[src/rtl/load_align_unit.sv]
// Load return path: tracks issued loads through the fixed-latency memory read, aligns and
// extends the returned data, and skid-buffers returns across writeback stalls.
// Optional feature macro: LOAD_MISALIGN_TRAP_EN (suppress misaligned LH/LHU/LW, raise misalign).
module load_align_unit #(
    parameter int unsigned LATENCY = 1,
    parameter int unsigned DEST_W  = 5
) (
    input  logic              clk,
    input  logic              rst_n,
    input  logic              ld_valid,
    output logic              ld_ready,
    input  logic [2:0]        ld_ctrl,
    input  logic [31:0]       ld_addr,
    input  logic [DEST_W-1:0] ld_dest,
    input  logic              stall,
    input  logic              flush,
    input  logic [31:0]       imem_dout,
    input  logic [31:0]       dmem_dout,
    output logic              wb_valid,
    output logic [31:0]       wb_data,
    output logic [DEST_W-1:0] wb_dest,
    output logic              busy,
    output logic              misalign
);
    localparam int unsigned PTR_W = (LATENCY > 1) ? $clog2(LATENCY) : 1;
    localparam int unsigned CNT_W = $clog2(LATENCY + 1);

    typedef enum logic [1:0] {SRC_ZERO, SRC_IMEM, SRC_DMEM} src_e;

    typedef struct packed {
        logic [2:0]        ctrl;
        logic [1:0]        off;
        src_e              src;
        logic [DEST_W-1:0] dest;
    } tag_t;

    typedef struct packed {
        logic [31:0]       data;
        logic [DEST_W-1:0] dest;
        logic              mis;
    } res_t;

    logic              tag_vld_q [LATENCY];
    logic              tag_vld_d [LATENCY];
    tag_t              tag_q     [LATENCY];
    tag_t              tag_d     [LATENCY];
    res_t              skid_q    [LATENCY];
    res_t              skid_d    [LATENCY];
    logic [PTR_W-1:0]  rd_ptr_q, rd_ptr_d, wr_ptr_q, wr_ptr_d;
    logic [CNT_W-1:0]  cnt_q, cnt_d;
    logic              out_vld_q, out_vld_d, out_mis_q, out_mis_d;
    logic [31:0]       out_data_q, out_data_d;
    logic [DEST_W-1:0] out_dest_q, out_dest_d;

    logic        accept, skid_empty, pipe_busy, push, pop, load_en;
    src_e        new_src;
    tag_t        arr_tag;
    logic        arr_vld, arr_mis;
    logic [31:0] arr_word, arr_data;
    logic [7:0]  arr_byte;
    logic [15:0] arr_half;
    res_t        arr_res, load_res;
    logic        addr_unused;

    assign addr_unused = ^{ld_addr[30], ld_addr[27:2]};

    function automatic logic [PTR_W-1:0] ptr_inc(input logic [PTR_W-1:0] p);
        return (p == PTR_W'(LATENCY - 1)) ? '0 : p + 1'b1;
    endfunction

    assign skid_empty = (cnt_q == '0);
    assign accept     = ld_valid & skid_empty & ~stall & ~flush & (ld_ctrl <= 3'b100);

    always_comb begin
        if (~ld_addr[31] & ld_addr[28])      new_src = SRC_DMEM;
        else if (~ld_addr[31] & ld_addr[29]) new_src = SRC_IMEM;
        else                                 new_src = SRC_ZERO;
    end

    // The oldest tag meets its memory word in the same cycle.
    always_comb begin
        arr_vld = tag_vld_q[LATENCY-1];
        arr_tag = tag_q[LATENCY-1];
        case (arr_tag.src)
            SRC_DMEM: arr_word = dmem_dout;
            SRC_IMEM: arr_word = imem_dout;
            default:  arr_word = '0;
        endcase
        case (arr_tag.off)
            2'd0:    arr_byte = arr_word[31:24];
            2'd1:    arr_byte = arr_word[23:16];
            2'd2:    arr_byte = arr_word[15:8];
            default: arr_byte = arr_word[7:0];
        endcase
        arr_half = arr_tag.off[1] ? arr_word[15:0] : arr_word[31:16];
        case (arr_tag.ctrl)
            3'b000:  arr_data = {{24{arr_byte[7]}}, arr_byte};
            3'b001:  arr_data = {{16{arr_half[15]}}, arr_half};
            3'b011:  arr_data = {24'b0, arr_byte};
            3'b100:  arr_data = {16'b0, arr_half};
            default: arr_data = arr_word;
        endcase
        arr_mis = 1'b0;
`ifdef LOAD_MISALIGN_TRAP_EN
        case (arr_tag.ctrl)
            3'b001, 3'b100: arr_mis = arr_tag.off[0];
            3'b010:         arr_mis = |arr_tag.off;
            default:        arr_mis = 1'b0;
        endcase
`endif
        arr_res.data = arr_mis ? '0 : arr_data;
        arr_res.dest = arr_tag.dest;
        arr_res.mis  = arr_mis;
    end

    always_comb begin
        tag_vld_d[0]  = accept;
        tag_d[0].ctrl = ld_ctrl;
        tag_d[0].off  = ld_addr[1:0];
        tag_d[0].src  = new_src;
        tag_d[0].dest = ld_dest;
        for (int unsigned i = 1; i < LATENCY; i++) begin
            tag_vld_d[i] = tag_vld_q[i-1];
            tag_d[i]     = tag_q[i-1];
        end
        if (flush) begin
            for (int unsigned i = 0; i < LATENCY; i++) tag_vld_d[i] = 1'b0;
        end
    end

    // Skid head always drains before the current arrival, preserving issue order.
    always_comb begin
        skid_d     = skid_q;
        rd_ptr_d   = rd_ptr_q;
        wr_ptr_d   = wr_ptr_q;
        cnt_d      = cnt_q;
        out_vld_d  = out_vld_q;
        out_mis_d  = out_mis_q;
        out_data_d = out_data_q;
        out_dest_d = out_dest_q;
        push       = 1'b0;
        pop        = 1'b0;
        load_en    = 1'b0;
        load_res   = arr_res;
        if (flush) begin
            cnt_d     = '0;
            rd_ptr_d  = '0;
            wr_ptr_d  = '0;
            out_vld_d = 1'b0;
            out_mis_d = 1'b0;
        end else begin
            if (~stall) begin
                if (!skid_empty) begin
                    load_en  = 1'b1;
                    load_res = skid_q[rd_ptr_q];
                    pop      = 1'b1;
                    push     = arr_vld;
                end else if (arr_vld) begin
                    load_en = 1'b1;
                end else begin
                    out_vld_d = 1'b0;
                    out_mis_d = 1'b0;
                end
            end else if (arr_vld) begin
                if (skid_empty & ~out_vld_q & ~out_mis_q) load_en = 1'b1;
                else                                      push    = 1'b1;
            end
            if (load_en) begin
                out_vld_d  = ~load_res.mis;
                out_mis_d  = load_res.mis;
                out_data_d = load_res.data;
                out_dest_d = load_res.dest;
            end
            if (push) begin
                skid_d[wr_ptr_q] = arr_res;
                wr_ptr_d         = ptr_inc(wr_ptr_q);
            end
            if (pop) rd_ptr_d = ptr_inc(rd_ptr_q);
            cnt_d = cnt_q + CNT_W'(push) - CNT_W'(pop);
        end
    end

    always_ff @(posedge clk or negedge rst_n) begin
        if (!rst_n) begin
            for (int unsigned i = 0; i < LATENCY; i++) begin
                tag_vld_q[i] <= 1'b0;
                tag_q[i]     <= '0;
                skid_q[i]    <= '0;
            end
            rd_ptr_q   <= '0;
            wr_ptr_q   <= '0;
            cnt_q      <= '0;
            out_vld_q  <= 1'b0;
            out_mis_q  <= 1'b0;
            out_data_q <= '0;
            out_dest_q <= '0;
        end else begin
            for (int unsigned i = 0; i < LATENCY; i++) begin
                tag_vld_q[i] <= tag_vld_d[i];
                tag_q[i]     <= tag_d[i];
                skid_q[i]    <= skid_d[i];
            end
            rd_ptr_q   <= rd_ptr_d;
            wr_ptr_q   <= wr_ptr_d;
            cnt_q      <= cnt_d;
            out_vld_q  <= out_vld_d;
            out_mis_q  <= out_mis_d;
            out_data_q <= out_data_d;
            out_dest_q <= out_dest_d;
        end
    end

    always_comb begin
        pipe_busy = 1'b0;
        for (int unsigned i = 0; i < LATENCY; i++) pipe_busy = pipe_busy | tag_vld_q[i];
    end

    assign ld_ready = skid_empty;
    assign wb_valid = out_vld_q;
    assign wb_data  = out_data_q;
    assign wb_dest  = out_dest_q;
    assign misalign = out_mis_q;
    assign busy     = pipe_busy | ~skid_empty | out_vld_q | out_mis_q;

endmodule

[config.mk]
export PLATFORM = sky130hd
export DESIGN_NAME = load_align_unit
export DESIGN_NICKNAME = d
export VERILOG_FILES = /design/src/rtl/load_align_unit.sv
export SDC_FILE = /design/constraint.sdc
export NUM_CORES = 1
export LEC_CHECK = 0
export CAP_MARGIN = 20
export CORE_UTILIZATION = 45
export CTS_BUF_LIST = sky130_fd_sc_hd__clkbuf_2
export CTS_CLUSTER_SIZE = 30
export DETAILED_ROUTE_END_ITERATION = 12
export MAX_ROUTING_LAYER = met4
export PLACE_DENSITY = 0.78
export SYNTH_ARGS = -nofsm -noshare
export SYNTH_HDL_FRONTEND = slang
export SYNTH_SLANG_ARGS = --single-unit
[constraint.sdc]
create_clock -name clk -period 2.2 [get_ports clk]
set_input_delay 0.66 -clock clk [delete_from_list [all_inputs] [get_ports clk]]
set_output_delay 0.66 -clock clk [all_outputs]
set_load 0.1 [all_outputs]
==> impl_metrics.csv <==
group,metric,value,unit
logic_synthesis,ys_ff_latch,89,
layout,fill_cells,703,
placed_design,place_congestion,0.921,
logic_synthesis,synth-edff-count,0,
run,max-cap-violations,0,
setup_path,critPathArrivalTime,1.56,ns
logic_synthesis,synth_area_leaders,"dfrtp_1 48%, a21oi_1 5.4%, nand2_1 5.0%",
pwr,power.density,613,nW/um^2
cts,cts_tree,"built",
route,vias_per_cell,5.86,
pwr,p_int,2.70,mW
timing,finalCritPeriodShare,101,%
logic_synthesis,synth-warning-count,0,
timing,fin_ws,-0.0181,ns
cts,cts.htree.levels,3,
timing,hold_viol,0,
layout,multiInputGateArea,2480,sq um
logic_synthesis,synth_top_area_share,47.5,%
timing,skew,0.0343,ns
pwr,p_seq_share,42.1,%
grt,antenna_found_initial,0,
route,routedWlPerCell,18.1,um
cts,cts_root_buf,"clkbuf_2",
placed_design,dp.cells,764,
logic_synthesis,synth-seq-area-share,47.5,%
cts,clock_latency,0.53,ns
setup_path,r2r_start,"arr_tag[5]",
timing,tns,-0.0181,ns
floorplan,rows,36,
route,drtIter0Drc,384,
setup_path,path_max_fanout,2,
logic_synthesis,yosysUniqueCellTypes,57,
route,num_vias,4617,
logic_synthesis,syn_inst,495,
setup_path,path_class,"reg -> out",
grt,grt_pass1_vias,4493,
grt,grt_max_degree,47,
cts,numCtsBuffers,9,
floorplan,dieArea,10800,sq um
layout,area_growth,51.7,%
layout,fin_area,7110,sq um
timing,report.final.slew_viol_count,0,
floorplan,die_h,104,um
pwr,switchingPower,1.65,mW
layout,utilization,71.4,%
floorplan,initial_utilization,47.1,%
pwr,p_clk_share,21.6,%
placed_design,place_area,6620,sq um
setup_path,crit_path_end_kind,"primary output",
logic_synthesis,synth_area,4690,sq um
route,wl,14.3,mm
setup_path,ff2ff_setup_slack,0.04,ns
layout,insertedDiodeCount,0,
logic_synthesis,yosysTopAreaCell,"dfrtp_1",
pwr,swShare,38.0,%
placed_design,dp_hpwl,10.3,mm
grt,grt_overflow,0,
logic_synthesis,async_flop_share,100,%
run_status,outcome,"finished with violations",
run_status,violations,"setup timing",
setup_path,required,1.54,ns
worst_hold_path,hold_path.class,"reg -> reg",
worst_hold_path,hold_start,"skid_q[8]",
floorplan,io-pin-count,150,
cts,numClockSinks,89,
floorplan,chipWidth,104,um
layout,stdcell_count,788,
timing,rsz0062_at_grt,"true",
layout,nNetsFinal,761,
layout,drive_gt1_share,28.2,%
grt,grt_pass1_wl,22.2,mm
setup_path,worstRegToRegCells,8,
cts,path_clk_slew,0.25,ns
placed_design,io_buffer_count,121,
logic_synthesis,syn_nets,606,
logic_synthesis,ys.flop_type,"dfrtp_1",
setup_path,r2r-end,"wb_data[3]",
pwr,comb_power_share,36.3,%
layout,regArea,2230,sq um
worst_hold_path,min_to,"skid_q[8]",
route,dr.pass1.iters,6,
setup_path,cp-start-kind,"flip-flop",
route,drc,0,
timing,min_period,2.22,ns
grt,track_usage,26.4,%
pwr,leakage,3.06,nW
floorplan,design.core.area,9950,sq um
cts,cts_buffer_depth,2,
route,drtAntennaViolNets,0,
timing,setup_viol,1,
logic_synthesis,syn_area_per_cell,9.47,sq um
worst_hold_path,hold_depth,2,
pwr,irDropWorstVdd,361,uV
timing,max_freq,451,MHz
[worst max-delay path by stage]
stage                     cells after the start           from          to
after floorplan                               4          stall  skid_q[11]
after global placement                        6  imem_dout[31]  wb_data[8]
after detailed placement                      6  imem_dout[31]  wb_data[8]
after CTS                                     2        arr_vld        busy
after global routing                          2        arr_vld        busy
final                                         2        arr_vld        busy
[cells by family after synthesis]
group / Yosys count / synth area share [%]
buffers and inverters: 51 / 5.82
AO/OA/AOI/OAI: 198 / 27.8
other: 1 / 0.0800
adder cells (fa/ha/maj): 2 / 0.534
AND/OR/NAND/NOR: 142 / 15.3
multiplexers: 9 / 2.35
flip-flops: 89 / 47.5
XOR/XNOR: 3 / 0.561
[sequential cells by signal, summed over array words and instances, names as in the netlist]
| register | flops |
|---|---|
| arr_tag | 7 |
| skid_q | 37 |
| arr_res | 5 |
| wb_valid | 1 |
| arr_vld | 1 |
| wb_data | 32 |
| wb_dest | 5 |
| cnt_q | 1 |
[metrics by stage]
| stage | hold slack, ns | total power [mW] | worst slack, ns |
|---|---|---|---|
| after global routing | 0.475 | 4.50 | -0.0834 |
| final | 0.508 | 4.36 | -0.0181 |
| after floorplan | 0.364 | 2.73 | 0.238 |
| after global placement | 0.452 | 3.34 | -0.362 |
| after detailed placement | 0.465 | 3.36 | -0.388 |
| after CTS | 0.504 | 4.30 | -0.0427 |
[power groups by stage]
stage / Combinational, mW / Clock (mW) / Sequential [mW]
3_3_place_gp: 1.48 / 0 / 1.86
3_5_place_dp: 1.50 / 0 / 1.87
2_1_floorplan: 0.322 / 0 / 2.40
4_1_cts: 1.51 / 0.950 / 1.84
5_1_grt: 1.64 / 1.01 / 1.85
6_report: 1.58 / 0.941 / 1.84
[area by class of cell]
| class | count | share of cell area (%) |
|---|---|---|
| repair buffers | 188 | 29.1 |
| well taps | 133 | 2.34 |
| clock buffers | 10 | 0.704 |
| clock inverters | 6 | 1.18 |
| multi-input cells | 355 | 34.9 |
| inverters | 7 | 0.370 |
| flip-flops and latches | 89 | 31.4 |
[worst max-delay path, stage by stage (launching register included)]
cell and delay, ns:
dfrtp_2 0.46, or3_4 0.40, buf_12 0.17
[synth_stat cells (3+ instances only)]
cell / count
inv_1: 6
nand2_1: 62
buf_6: 8
nor2_1: 21
dfrtp_1: 89
and3_1: 26
a221oi_1: 12
a21oi_1: 51
nor3_1: 12
a31oi_1: 7
clkbuf_1: 23
o31ai_1: 4
mux2_2: 6
nor2b_1: 3
nor3b_1: 3
a22o_1: 18
a21o_1: 5
o21ai_0: 17
a221oi_2: 5
buf_2: 11
o21ai_1: 46
a22oi_1: 13
[cell usage in the layout, fill, tap and decap left out, types with 5 or more instances in the layout]
cell type	instances
a31oi_1	7
and3_1	26
dfrtp_1	86
buf_12	36
clkdlybuf4s50_1	80
o21ai_1	46
a221oi_4	7
a221oi_2	6
a22oi_2	5
buf_4	69
a21oi_2	13
o21ai_0	17
a21oi_1	39
a22o_1	15
nor2_1	21
nor3_1	12
clkbuf_2	10
a22oi_1	10
a21o_1	5
nand2_1	62
mux2_2	6
[per-layer routing]
layer | up-vias | GRT usage, % | wire [um]
li1 | 2135 | - | -
met1 | 2229 | 32.9 | 5760
met2 | 211 | 43.0 | 7150
met3 | 42 | 4.82 | 935
met4 | 0 | 9.90 | 450
met5 | - | - | 0
[what timing repair did]
action | 4_1_cts | 5_1_grt
endpoints found under the setup margin | 22 | 32
hold buffers | 1 | 0
endpoints found under the hold margin | 12 | 0
pin swaps | 3 | 13
resized for setup | 9 | 42
setup buffers | 3 | 4
Note: power is estimated with default switching activity, not from simulation.
